--- src/rtl/q_update_if.sv ---
// Request/result bundle between the max-Q stage, the Q-update unit and the Q-table write port.
// The slave modport is the update unit; the master modport is whoever drives requests and accepts writes.
interface q_update_if #(
  parameter int unsigned STATE_W = 15
);
  logic               in_valid;
  logic               in_ready;
  logic [STATE_W-1:0] in_state;
  logic [3:0]         in_action;
  logic [15:0]        q_old;
  logic [15:0]        reward;
  logic [15:0]        max_q;
  logic               terminal;
  logic               out_valid;
  logic               out_ready;
  logic [STATE_W-1:0] out_state;
  logic [3:0]         out_action;
  logic [15:0]        q_new;
  logic               err_action;

  modport master (
    output in_valid, in_state, in_action, q_old, reward, max_q, terminal, out_ready,
    input  in_ready, out_valid, out_state, out_action, q_new, err_action
  );

  modport slave (
    input  in_valid, in_state, in_action, q_old, reward, max_q, terminal, out_ready,
    output in_ready, out_valid, out_state, out_action, q_new, err_action
  );
endinterface

--- src/rtl/q_update_unit.sv ---
// Q-learning write-back: Q' = Q + 2^-ALPHA_SHIFT * (r + gamma*maxQ - Q), clamped to unsigned Q8.8.
// One request at a time through a five-state pipeline-free FSM; the result is held until the table accepts it.
module q_update_unit #(
  parameter logic [15:0] GAMMA       = 16'h00E6,
  parameter int unsigned ALPHA_SHIFT = 3
) (
  input logic       clk,
  input logic       rst,
  q_update_if.slave bus
);

  typedef enum logic [2:0] {IDLE, MUL, ADD, UPD, HOLD} state_t;

  state_t state, state_nx;

  logic               accept;
  logic               bad_action;
  logic [15:0]        q_old_r;
  logic [15:0]        reward_r;
  logic [15:0]        max_q_r;
  logic               term_r;
  logic [23:0]        p_r;
  logic signed [26:0] td_r;

  logic [23:0]        p_nx;
  logic signed [25:0] target;
  logic signed [26:0] td_nx;
  logic signed [26:0] d;
  logic signed [27:0] sum;
  logic [15:0]        q_clamped;

  assign accept     = (state == IDLE) && bus.in_valid;
  assign bad_action = bus.in_action > 4'd8;

  // NOTE: state and every register below use non-blocking assignments so all flops update together at the edge.
  always_ff @(posedge clk) begin
    if (rst) state <= IDLE;
    else     state <= state_nx;
  end

  // NOTE: every output of this block gets a default first, so no path leaves a value unassigned (no latch).
  always_comb begin
    state_nx      = state;
    bus.in_ready  = 1'b0;
    bus.out_valid = 1'b0;
    unique case (state)
      IDLE: begin
        bus.in_ready = 1'b1;
        if (bus.in_valid && !bad_action) state_nx = MUL;
      end
      MUL:  state_nx = ADD;
      ADD:  state_nx = UPD;
      UPD:  state_nx = HOLD;
      HOLD: begin
        bus.out_valid = 1'b1;
        if (bus.out_ready) state_nx = IDLE;
      end
      default: state_nx = IDLE;
    endcase
  end

  // Arithmetic: gamma product truncated to 24 bits, then signed TD error and floor-shifted step.
  always_comb begin
    p_nx   = term_r ? 24'd0 : 24'((32'(max_q_r) * 32'(GAMMA)) >> 8);
    target = {{10{reward_r[15]}}, reward_r} + {2'b00, p_r};
    td_nx  = {target[25], target} - {11'b0, q_old_r};
    d      = td_r >>> ALPHA_SHIFT;
    sum    = {d[26], d} + {12'b0, q_old_r};
    if (sum[27])           q_clamped = 16'h0000;
    else if (|sum[26:16])  q_clamped = 16'hFFFF;
    else                   q_clamped = sum[15:0];
  end

  // NOTE: datapath holding registers carry no reset; the FSM guarantees they are written before they are read.
  always_ff @(posedge clk) begin
    if (accept) begin
      q_old_r  <= bus.q_old;
      reward_r <= bus.reward;
      max_q_r  <= bus.max_q;
      term_r   <= bus.terminal;
    end
    if (state == MUL) p_r  <= p_nx;
    if (state == ADD) td_r <= td_nx;
  end

  always_ff @(posedge clk) begin
    if (rst) begin
      bus.out_state  <= '0;
      bus.out_action <= '0;
      bus.q_new      <= '0;
      bus.err_action <= 1'b0;
    end else begin
      if (accept) begin
        if (bad_action) begin
          bus.err_action <= 1'b1;
        end else begin
          bus.out_state  <= bus.in_state;
          bus.out_action <= bus.in_action;
        end
      end
      if (state == UPD) bus.q_new <= q_clamped;
    end
  end

endmodule

--- src/flat_wrapper.sv ---
// flat-port wrapper written by rule: the top's interface ports become plain ports
module q_update_unit_flat 
#(
  parameter logic [15:0] GAMMA       = 16'h00E6,
  parameter int unsigned ALPHA_SHIFT = 3
)
  (clk, rst, bus_in_valid, bus_in_state, bus_in_action, bus_q_old, bus_reward, bus_max_q, bus_terminal, bus_out_ready, bus_in_ready, bus_out_valid, bus_out_state, bus_out_action, bus_q_new, bus_err_action);
  q_update_if #(.STATE_W(15)) bus_i ();
  input logic clk;
  input logic rst;
  input wire logic [$bits(bus_i.in_valid)-1:0] bus_in_valid;
  input wire logic [$bits(bus_i.in_state)-1:0] bus_in_state;
  input wire logic [$bits(bus_i.in_action)-1:0] bus_in_action;
  input wire logic [$bits(bus_i.q_old)-1:0] bus_q_old;
  input wire logic [$bits(bus_i.reward)-1:0] bus_reward;
  input wire logic [$bits(bus_i.max_q)-1:0] bus_max_q;
  input wire logic [$bits(bus_i.terminal)-1:0] bus_terminal;
  input wire logic [$bits(bus_i.out_ready)-1:0] bus_out_ready;
  output wire logic [$bits(bus_i.in_ready)-1:0] bus_in_ready;
  output wire logic [$bits(bus_i.out_valid)-1:0] bus_out_valid;
  output wire logic [$bits(bus_i.out_state)-1:0] bus_out_state;
  output wire logic [$bits(bus_i.out_action)-1:0] bus_out_action;
  output wire logic [$bits(bus_i.q_new)-1:0] bus_q_new;
  output wire logic [$bits(bus_i.err_action)-1:0] bus_err_action;
  assign bus_i.in_valid = bus_in_valid;
  assign bus_i.in_state = bus_in_state;
  assign bus_i.in_action = bus_in_action;
  assign bus_i.q_old = bus_q_old;
  assign bus_i.reward = bus_reward;
  assign bus_i.max_q = bus_max_q;
  assign bus_i.terminal = bus_terminal;
  assign bus_i.out_ready = bus_out_ready;
  assign bus_in_ready = bus_i.in_ready;
  assign bus_out_valid = bus_i.out_valid;
  assign bus_out_state = bus_i.out_state;
  assign bus_out_action = bus_i.out_action;
  assign bus_q_new = bus_i.q_new;
  assign bus_err_action = bus_i.err_action;
  q_update_unit #(.GAMMA(GAMMA), .ALPHA_SHIFT(ALPHA_SHIFT)) u_core (.clk(clk), .rst(rst), .bus(bus_i));
endmodule
--- config.mk ---
export PLATFORM = sky130hd
export DESIGN_NAME = q_update_unit_flat
export DESIGN_NICKNAME = d
export VERILOG_FILES = /design/src/rtl/q_update_if.sv /design/src/rtl/q_update_unit.sv /design/src/flat_wrapper.sv
export SDC_FILE = /design/constraint.sdc
export NUM_CORES = 1
export LEC_CHECK = 0
export CORE_ASPECT_RATIO = 0.7
export CORE_UTILIZATION = 52
export CTS_BUF_LIST = sky130_fd_sc_hd__clkbuf_8
export DETAILED_ROUTE_END_ITERATION = 8
export HOLD_SLACK_MARGIN = 0.06
export PLACE_DENSITY_LB_ADDON = 0.05
export SETUP_SLACK_MARGIN = 0.4
export SLEW_MARGIN = 15
export SYNTH_ARGS = -nofsm -noshare
export SYNTH_HDL_FRONTEND = slang
export SYNTH_SLANG_ARGS = --single-unit
--- constraint.sdc ---
create_clock -name clk -period 4.2 [get_ports clk]
set_input_delay 0.84 -clock clk [delete_from_list [all_inputs] [get_ports clk]]
set_output_delay 0.84 -clock clk [all_outputs]
set_load 0.01 [all_outputs]
* After elaboration in Yosys (flattened, before gate mapping)
Index checks and enable logic that the tools add are counted.
Widths: inputs -> output; s select.
** Storage, ports and cells
- Flip-flop bits (word level) :: 139
- Input bits :: 72
** Operators by class
- Add/subtract/negate cells :: 3
- Multiply operators :: 1
- Magnitude comparators :: 1
- Equality and inequality tests :: 6
- Multiplexer cells :: 7
- Bitwise operators :: 1
- Reductions and logical operators :: 8
** Operators with widths (count)
- $mux 16 :: 2
- $sub 26x17->27 :: 1
- $add 16x25->26 :: 1
- $add 24x17->25 :: 1
- $mul 16x7->23 const B :: 1
- $pmux 3 s5 :: 1
- $reduce_or 11->1 :: 1
- $eq 3x2->1 const B :: 2
- $mux 3 :: 2
- $reduce_and 2->1 :: 3
- $gt 4x4->1 const B :: 1
- $ne 2x2->1 const B :: 2
- $eq 3x1->1 const B :: 1
- $eq 3x3->1 const B :: 1
- $logic_not 3->1 :: 1
- $logic_and 1x1->1 :: 2
- $mux 1 :: 2
- $logic_not 1->1 :: 1
- $not 1->1 :: 1

* Longest topological paths before layout
Gate-level depths: netlist of run 1.
- Depth in word-level cells :: 5
- Mapped depth :: 17

* Worst setup path after synthesis of run 1
No wires, ideal clock.
- Path kind :: reg2reg
- Start :: reg u_core.max_q_r[8]
- End :: reg u_core.p_r[15] (data pin)
- Library setup time :: 0.260 ns
- Arrival time :: 4.293 ns
- Required time :: 3.940 ns
- Path slack :: -0.352 ns
- Cell stages (with the launch flop) :: 17
- Period minus slack after synthesis :: 4.552 ns
- Path through :: edfxtp_1 > inv_1 > fa_1 > inv_1 > fa_1 > ha_1 > inv_1 > fa_1 > inv_1 > ha_1 > a21o_1 > a21o_1 > or3_1 > o211ai_1 > o21ai_0 > a31oi_1 > mux2_2
** On the way
- Cells in the longest elaborated chain, start to end :: 1
** Ends and longest elaborated chain
- start, declared :: line q_update_unit.sv:20 : logic [15:0] max_q_r;
- start signal, assigned :: line q_update_unit.sv:79 : max_q_r <= bus.max_q;
- $mul 16x7->23 :: line q_update_unit.sv:64 : p_nx = term_r ? 24'd0 : 24'((32'(max_q_r) * 32'(GAMMA)) >> 8);
- end signal, assigned :: line q_update_unit.sv:82 : if (state == MUL) p_r <= p_nx;
- end, declared :: line q_update_unit.sv:22 : logic [23:0] p_r;
Every way passes these cells.
A chain may end at the register's enable or synchronous reset.

* Final worst setup path of run 1
- Start :: reg u_core.max_q_r[7]
- End :: reg u_core.p_r[15] (data pin)
Same word-level chain as after synthesis.

==> results.cfg, run 1 <==
[status]
status = finished with violations
violations = setup timing

[cells_and_area]
antenna_cells = 0
nNetsFinal = 1198
syn_to_final_growth_pct = 28.7
final_cell_mix = 124 x inv_1, 109 x clkdlybuf4s50_1, 89 x edfxtp_1, 80 x ha_1, 70 x nand2_1
fillers = 1207
layout_commonest_cell = inv_1
utilization_pct = 69.6
layout-drive-gt1-share_pct = 15.9

[pwr]
ir_drop_mv = 0.350
power_frac_clock_pct = 18.4
switching_share_pct = 38.0
p_switching_w = 0.00245
p_total_w = 0.00645
power_frac_seq_pct = 25.7
power.density_nw_per_um2 = 587
combPwrFrac_pct = 55.9
intPower_w = 0.00400
leakage_nw = 4.73

[timing]
clock.fmax_ghz = 0.222
rsz0062_at_grt = yes
clock_skew_ns = 0.0141
timing.hold.ws_ns = 0.461
slew_headroom_pct = 38.4
setup_viol = 6
fin_crit_ns = 4.51
timing.final.ws_setup_ns = -0.308
finalCritPeriodShare_pct = 107
hold_violations = 0
slew_violations = 0
worst_slew_pin_slew_ns = 0.917

[min_path]
hold_path_class = reg2reg

[clock_tree]
cts_tree = built
cts_sinks = 128
postCtsHoldBufs = 0
insertion_delay_ns = 0.45
clockRootBuffer = clkbuf_8
htree_levels = 4
clkTransAtPathRegs_ns = 0.09
numCtsBuffers = 17
cts_buffer_depth = 2

[logic_synthesis]
synthCells = 815
ys_seq_elements = 128
yosysWarnings = 0
ys_types = 63
synth_edf_count = 89
seq_area_frac_synth_pct = 40.4
synthFlopType = edfxtp_1
ys_async_sr_fraction_pct = 0
avgSynthCellArea_sq_um = 10.5
synth.net_count = 1027
syn_area_sq_um = 8550

[global_route]
grt_pass1_wl_mm = 32.7
grt_max_degree = 46
grt_pass1_vias = 6511
track_usage_pct = 25.1
gr-total-overflow = 0
antenna_found_initial = 0

[placed_design]
portBuffers = 109
gp_congestion = 0.819
dp_hpwl_mm = 14.5
place_ws_ns = -0.331

[setup_path]
critPathCaptureType = flop
max_stage_delay_ns = 0.52
cp.arrival_ns = 4.71
cp-start-kind = flop
cp_num_buf_inv = 5
worst_path_max_delay_cell = fa_1
cp_top_family = adder cells
critPathKind = reg2reg
cp_data_required_time_ns = 4.40
cp_max_fo = 4
path_cells = inv_2, buf_4, fa_1, inv_1, fa_1, ha_1, inv_2, fa_1, inv_2, ha_4, a21o_1, a21o_1, or3_1, o211ai_1, o21ai_2, a31oi_1, mux2_2
ff2ff_setup_slack_ns = -0.31

[routing]
drc_errors = 0
ant_nets = 0
vias = 6486
wl_per_cell_um = 16.2
routed_wl_mm = 19.8
via_per_inst = 5.32
drtIter0Drc = 418
dr.pass1.iters = 5

[floorplanning]
num_rows = 38
die_height_um = 109
die_w_um = 155
dieArea_sq_um = 17000
start_util_pct = 54.1
pin_count = 110
core-area_sq_um = 15800

[flow_run]
max_cap_violations = 0
-- cells in the mapped netlist (all sizes together), types with 2 or more instances --
cell type,n,area [sq um]
a211o,2,17.5
a211oi,6,57.6
a21o,12,90.1
a21oi,62,310
a221oi,15,144
a2bb2oi,11,96.3
a31oi,4,25.0
and2,3,18.8
and3,4,26.3
buf,7,40.0
clkbuf,13,48.8
dfxtp,39,781
edfxtp,89,2670
fa,52,1040
ha,88,1100
inv,141,529
mux2,2,22.5
nand2,70,263
nand2b,4,25.0
nand3,14,70.1
nand4,5,31.3
nor2,46,173
nor2b,5,31.3
nor3,14,70.1
nor3b,4,30.0
nor4,2,12.5
o2111ai,2,23.8
o211ai,4,30.0
o21a,8,60.1
o21ai,17,85.1
o21bai,7,52.6
o22ai,3,25.0
or3,3,23.8
xnor2,27,236
xor2,11,96.3
-- tightest hold or removal path, stage by stage (launching register included) --
cell and delay, ns:
dfxtp_1 0.32, nand2_1 0.05, a21oi_1 0.05
-- timing repair --
action	in CTS	in global routing
setup endpoints to repair	12	33
pin swaps	31	12
setup buffers	15	8
gates resized for setup	25	10
-- power by group through the flow --
| stage | clock, W | sequential (W) | combinational [W] |
|---|---|---|---|
| 2_1_floorplan | 0 | 0.00167 | 0.00216 |
| 3_3_place_gp | 0 | 0.00168 | 0.00286 |
| 3_5_place_dp | 0 | 0.00169 | 0.00298 |
| 4_1_cts | 0.00121 | 0.00166 | 0.00342 |
| 5_1_grt | 0.00126 | 0.00167 | 0.00399 |
| 6_report | 0.00119 | 0.00166 | 0.00361 |
-- final cells by class --
| class | instances | area [sq um] | area share (%) |
|---|---|---|---|
| clock inverter | 15 | 195 | 1.78 |
| tap | 220 | 275 | 2.50 |
| multi-input combinational | 526 | 4700 | 42.8 |
| timing repair buffer | 172 | 1610 | 14.6 |
| sequential | 128 | 3450 | 31.4 |
| clock buffer | 17 | 234 | 2.13 |
| inverter | 141 | 529 | 4.81 |
-- final timing paths --
kind | startpoint | to | cells after the start
worst max-delay path | u_core.max_q_r[7] | u_core.p_r[15] | 17
worst min-delay path | u_core.bus.out_state[0] | u_core.bus.out_state[0] | 2
worst max register to register | u_core.max_q_r[7] | u_core.p_r[15] | 17
worst min register to register | u_core.bus.out_state[0] | u_core.bus.out_state[0] | 2
-- stage by stage --
stage | TNS, ns | area [sq um] | std cells
after floorplan | -0.179 | 8630 | 815
after global placement | -0.361 | 10200 | 1164
after detailed placement | -1.20 | 10200 | 1164
after CTS | -1.09 | 10900 | 1211
after global routing | -2.61 | 11000 | 1219
final | -1.38 | 11000 | 1219
-- sequential cells by signal, indices dropped and copies added, names as in the netlist, 4 cells and up --
register	cells
u_core.td_r	24
u_core.bus.out_state	15
u_core.p_r	16
u_core.reward_r	16
u_core.q_old_r	16
u_core.bus.out_action	4
u_core.bus.q_new	16
u_core.max_q_r	16
-- metal layers --
layer / vias up / GRT usage, % / routed length [um]
met5: - / 0 / 0
met4: 0 / 6.16 / 203
met3: 18 / 5.56 / 1090
met2: 181 / 39.6 / 8860
met1: 3141 / 35.2 / 9650
li1: 3146 / - / -
-- logic make-up after synthesis --
group | count (synthesis) | synth area share (%)
AND/OR/NAND/NOR | 181 | 9.72
AO/OA/AOI/OAI | 165 | 13.4
buffers and inverters | 161 | 7.23
adder cells (fa/ha/maj) | 140 | 25.1
flip-flops | 128 | 40.4
XOR/XNOR | 38 | 3.89
multiplexers | 2 | 0.264
Power figures use the tool's default switching activity.
==> run 2: changes to the inputs <==
SETUP_SLACK_MARGIN = 0.15   (was 0.4)
==> run 2 against run 1 <==
Against the previous run: highest routed layer unchanged; the flow still finishes with violations (setup timing); combinational power down 4%; largest power group unchanged; via count down 1.3%; utilization down 0.73 points; critical endpoint unchanged; critical path type unchanged; sequential share of layout area up 0.33 points; final area down 1.0%.
==> results.cfg, run 2 (synthesized netlist as in run 1, its figures left out) <==
[status]
status = finished with violations
violations = setup timing

[timing]
fin_crit_ns = 4.48
timing.hold.ws_ns = 0.458
finalCritPeriodShare_pct = 107
finalSetupTns_ns = -1.09
hold_violations = 0
slew_headroom_pct = 34.1
rsz0062_at_grt = yes
clock.fmax_ghz = 0.223
clock_skew_ns = 0.0189
setup_viol = 6
worst_slew_pin_slew_ns = 0.981
slew_violations = 0
timing.final.ws_setup_ns = -0.275

[routing]
drtIter0Drc = 382
dr.pass1.iters = 6
ant_nets = 0
dr_wl_met3_mm = 1.10
via_per_inst = 5.26
top_layer_used = met4
wl_met2_mm = 8.43
wl_met1_mm = 9.49
routed_wl_mm = 19.2
wl_per_cell_um = 15.8
drc_errors = 0
vias = 6401

[placed_design]
portBuffers = 109
gp_congestion = 0.836
place_ws_ns = -0.340
dp_hpwl_mm = 14.4

[global_route]
grt_pass1_wl_mm = 31.2
grt_pass1_vias = 6440
track_usage_pct = 24.2
gr-total-overflow = 0
grt_max_degree = 33
antenna_found_initial = 0

[cells_and_area]
regMostFlops = u_core.td_r
antenna_cells = 0
utilization_pct = 68.9
nNetsFinal = 1197
syn_to_final_growth_pct = 27.3
final_cell_mix = 126 x inv_1, 109 x clkdlybuf4s50_1, 89 x edfxtp_1, 81 x ha_1, 69 x nand2_1
layout_commonest_cell = inv_1
largest_reg_flops = 24
layout-drive-gt1-share_pct = 15.2

[pwr]
leakage_nw = 4.68
ir_drop_mv = 0.404
power.density_nw_per_um2 = 572
p_total_w = 0.00623

[setup_path]
cp.arrival_ns = 4.68
cp_max_fo = 4
path_cells = inv_2, fa_1, inv_2, fa_1, ha_1, inv_1, fa_1, inv_2, ha_4, a21o_1, a21o_1, or3_4, o211ai_1, o21ai_2, a31oi_1, mux2_2
critPathCaptureType = flop
cp_data_required_time_ns = 4.41
cp-start-kind = flop
critPathKind = reg2reg
max_stage_delay_ns = 0.56
worst_path_max_delay_cell = fa_1

[floorplanning]
core-area_sq_um = 15800
die_w_um = 155
start_util_pct = 54.1
dieArea_sq_um = 17000
pin_count = 110
die_height_um = 109
num_rows = 38

[clock_tree]
cts_buffer_depth = 2
cts_sinks = 128
numCtsBuffers = 17
cts_tree = built
htree_levels = 4
insertion_delay_ns = 0.46
postCtsHoldBufs = 0
clockRootBuffer = clkbuf_8
clkTransAtPathRegs_ns = 0.09

[min_path]
hold_path_class = reg2reg

[flow_run]
max_cap_violations = 0
run 2: worst max-delay path: cells and delay by family (launching register included):
kind | cells | cell delay (ns)
compound gates | 5 | 0.90
fa+ha+maj | 5 | 1.98
buf+inv | 4 | 0.23
flops | 1 | 0.39
mux | 1 | 0.35
simple gates | 1 | 0.38
run 2: per-layer routing:
metal	track usage, %	vias to the layer above
li1	-	3138
met1	33.9	3073
met2	37.2	173
met3	6.64	17
met4	5.74	0
met5	0	-
run 2: metrics by stage:
stage          instances  area, sq um
6_report            1218        10900
5_1_grt             1218        10900
4_1_cts             1213        10800
3_5_place_dp        1170        10200
3_3_place_gp        1170        10200
2_1_floorplan        815         8590
run 2: final cells by class:
cell class	instances	area, sq um
multi-input combinational	526	4660
timing repair buffer	171	1580
tap	220	275
clock buffer	17	234
clock inverter	15	155
fill	1187	4910
sequential	128	3450
inverter	141	529
run 2: final timing paths:
kind	start	endpoint	slack, ns	depth (start not counted)
worst max register to register	u_core.max_q_r[7]	u_core.p_r[15]	-0.28	16
worst min register to register	u_core.bus.out_state[7]	u_core.bus.out_state[7]	0.46	2
worst max-delay path	u_core.max_q_r[7]	u_core.p_r[15]	-0.28	16
worst min-delay path	u_core.bus.out_state[7]	u_core.bus.out_state[7]	0.46	2
run 2: where the power goes:
part           leakage [nW]  total [W]  switching, W  internal (W)
Combinational          3.33    0.00348       0.00173       0.00175
Sequential             1.15    0.00166     0.0000700       0.00159
Clock                 0.204    0.00109      0.000554      0.000535
run 2: what timing repair did:
| action | in CTS | in global routing |
|---|---|---|
| pin swaps | 30 | 13 |
| gates resized for setup | 24 | 16 |
| endpoints found under the setup margin | 8 | 11 |
| setup buffers | 11 | 5 |
| endpoints found under the hold margin | 0 | 0 |
==> run 3: changes to the inputs <==
HOLD_SLACK_MARGIN = default   (was 0.06)
==> results of run 3 <==
Final layout, timing and power as in run 2 (identical DEF).
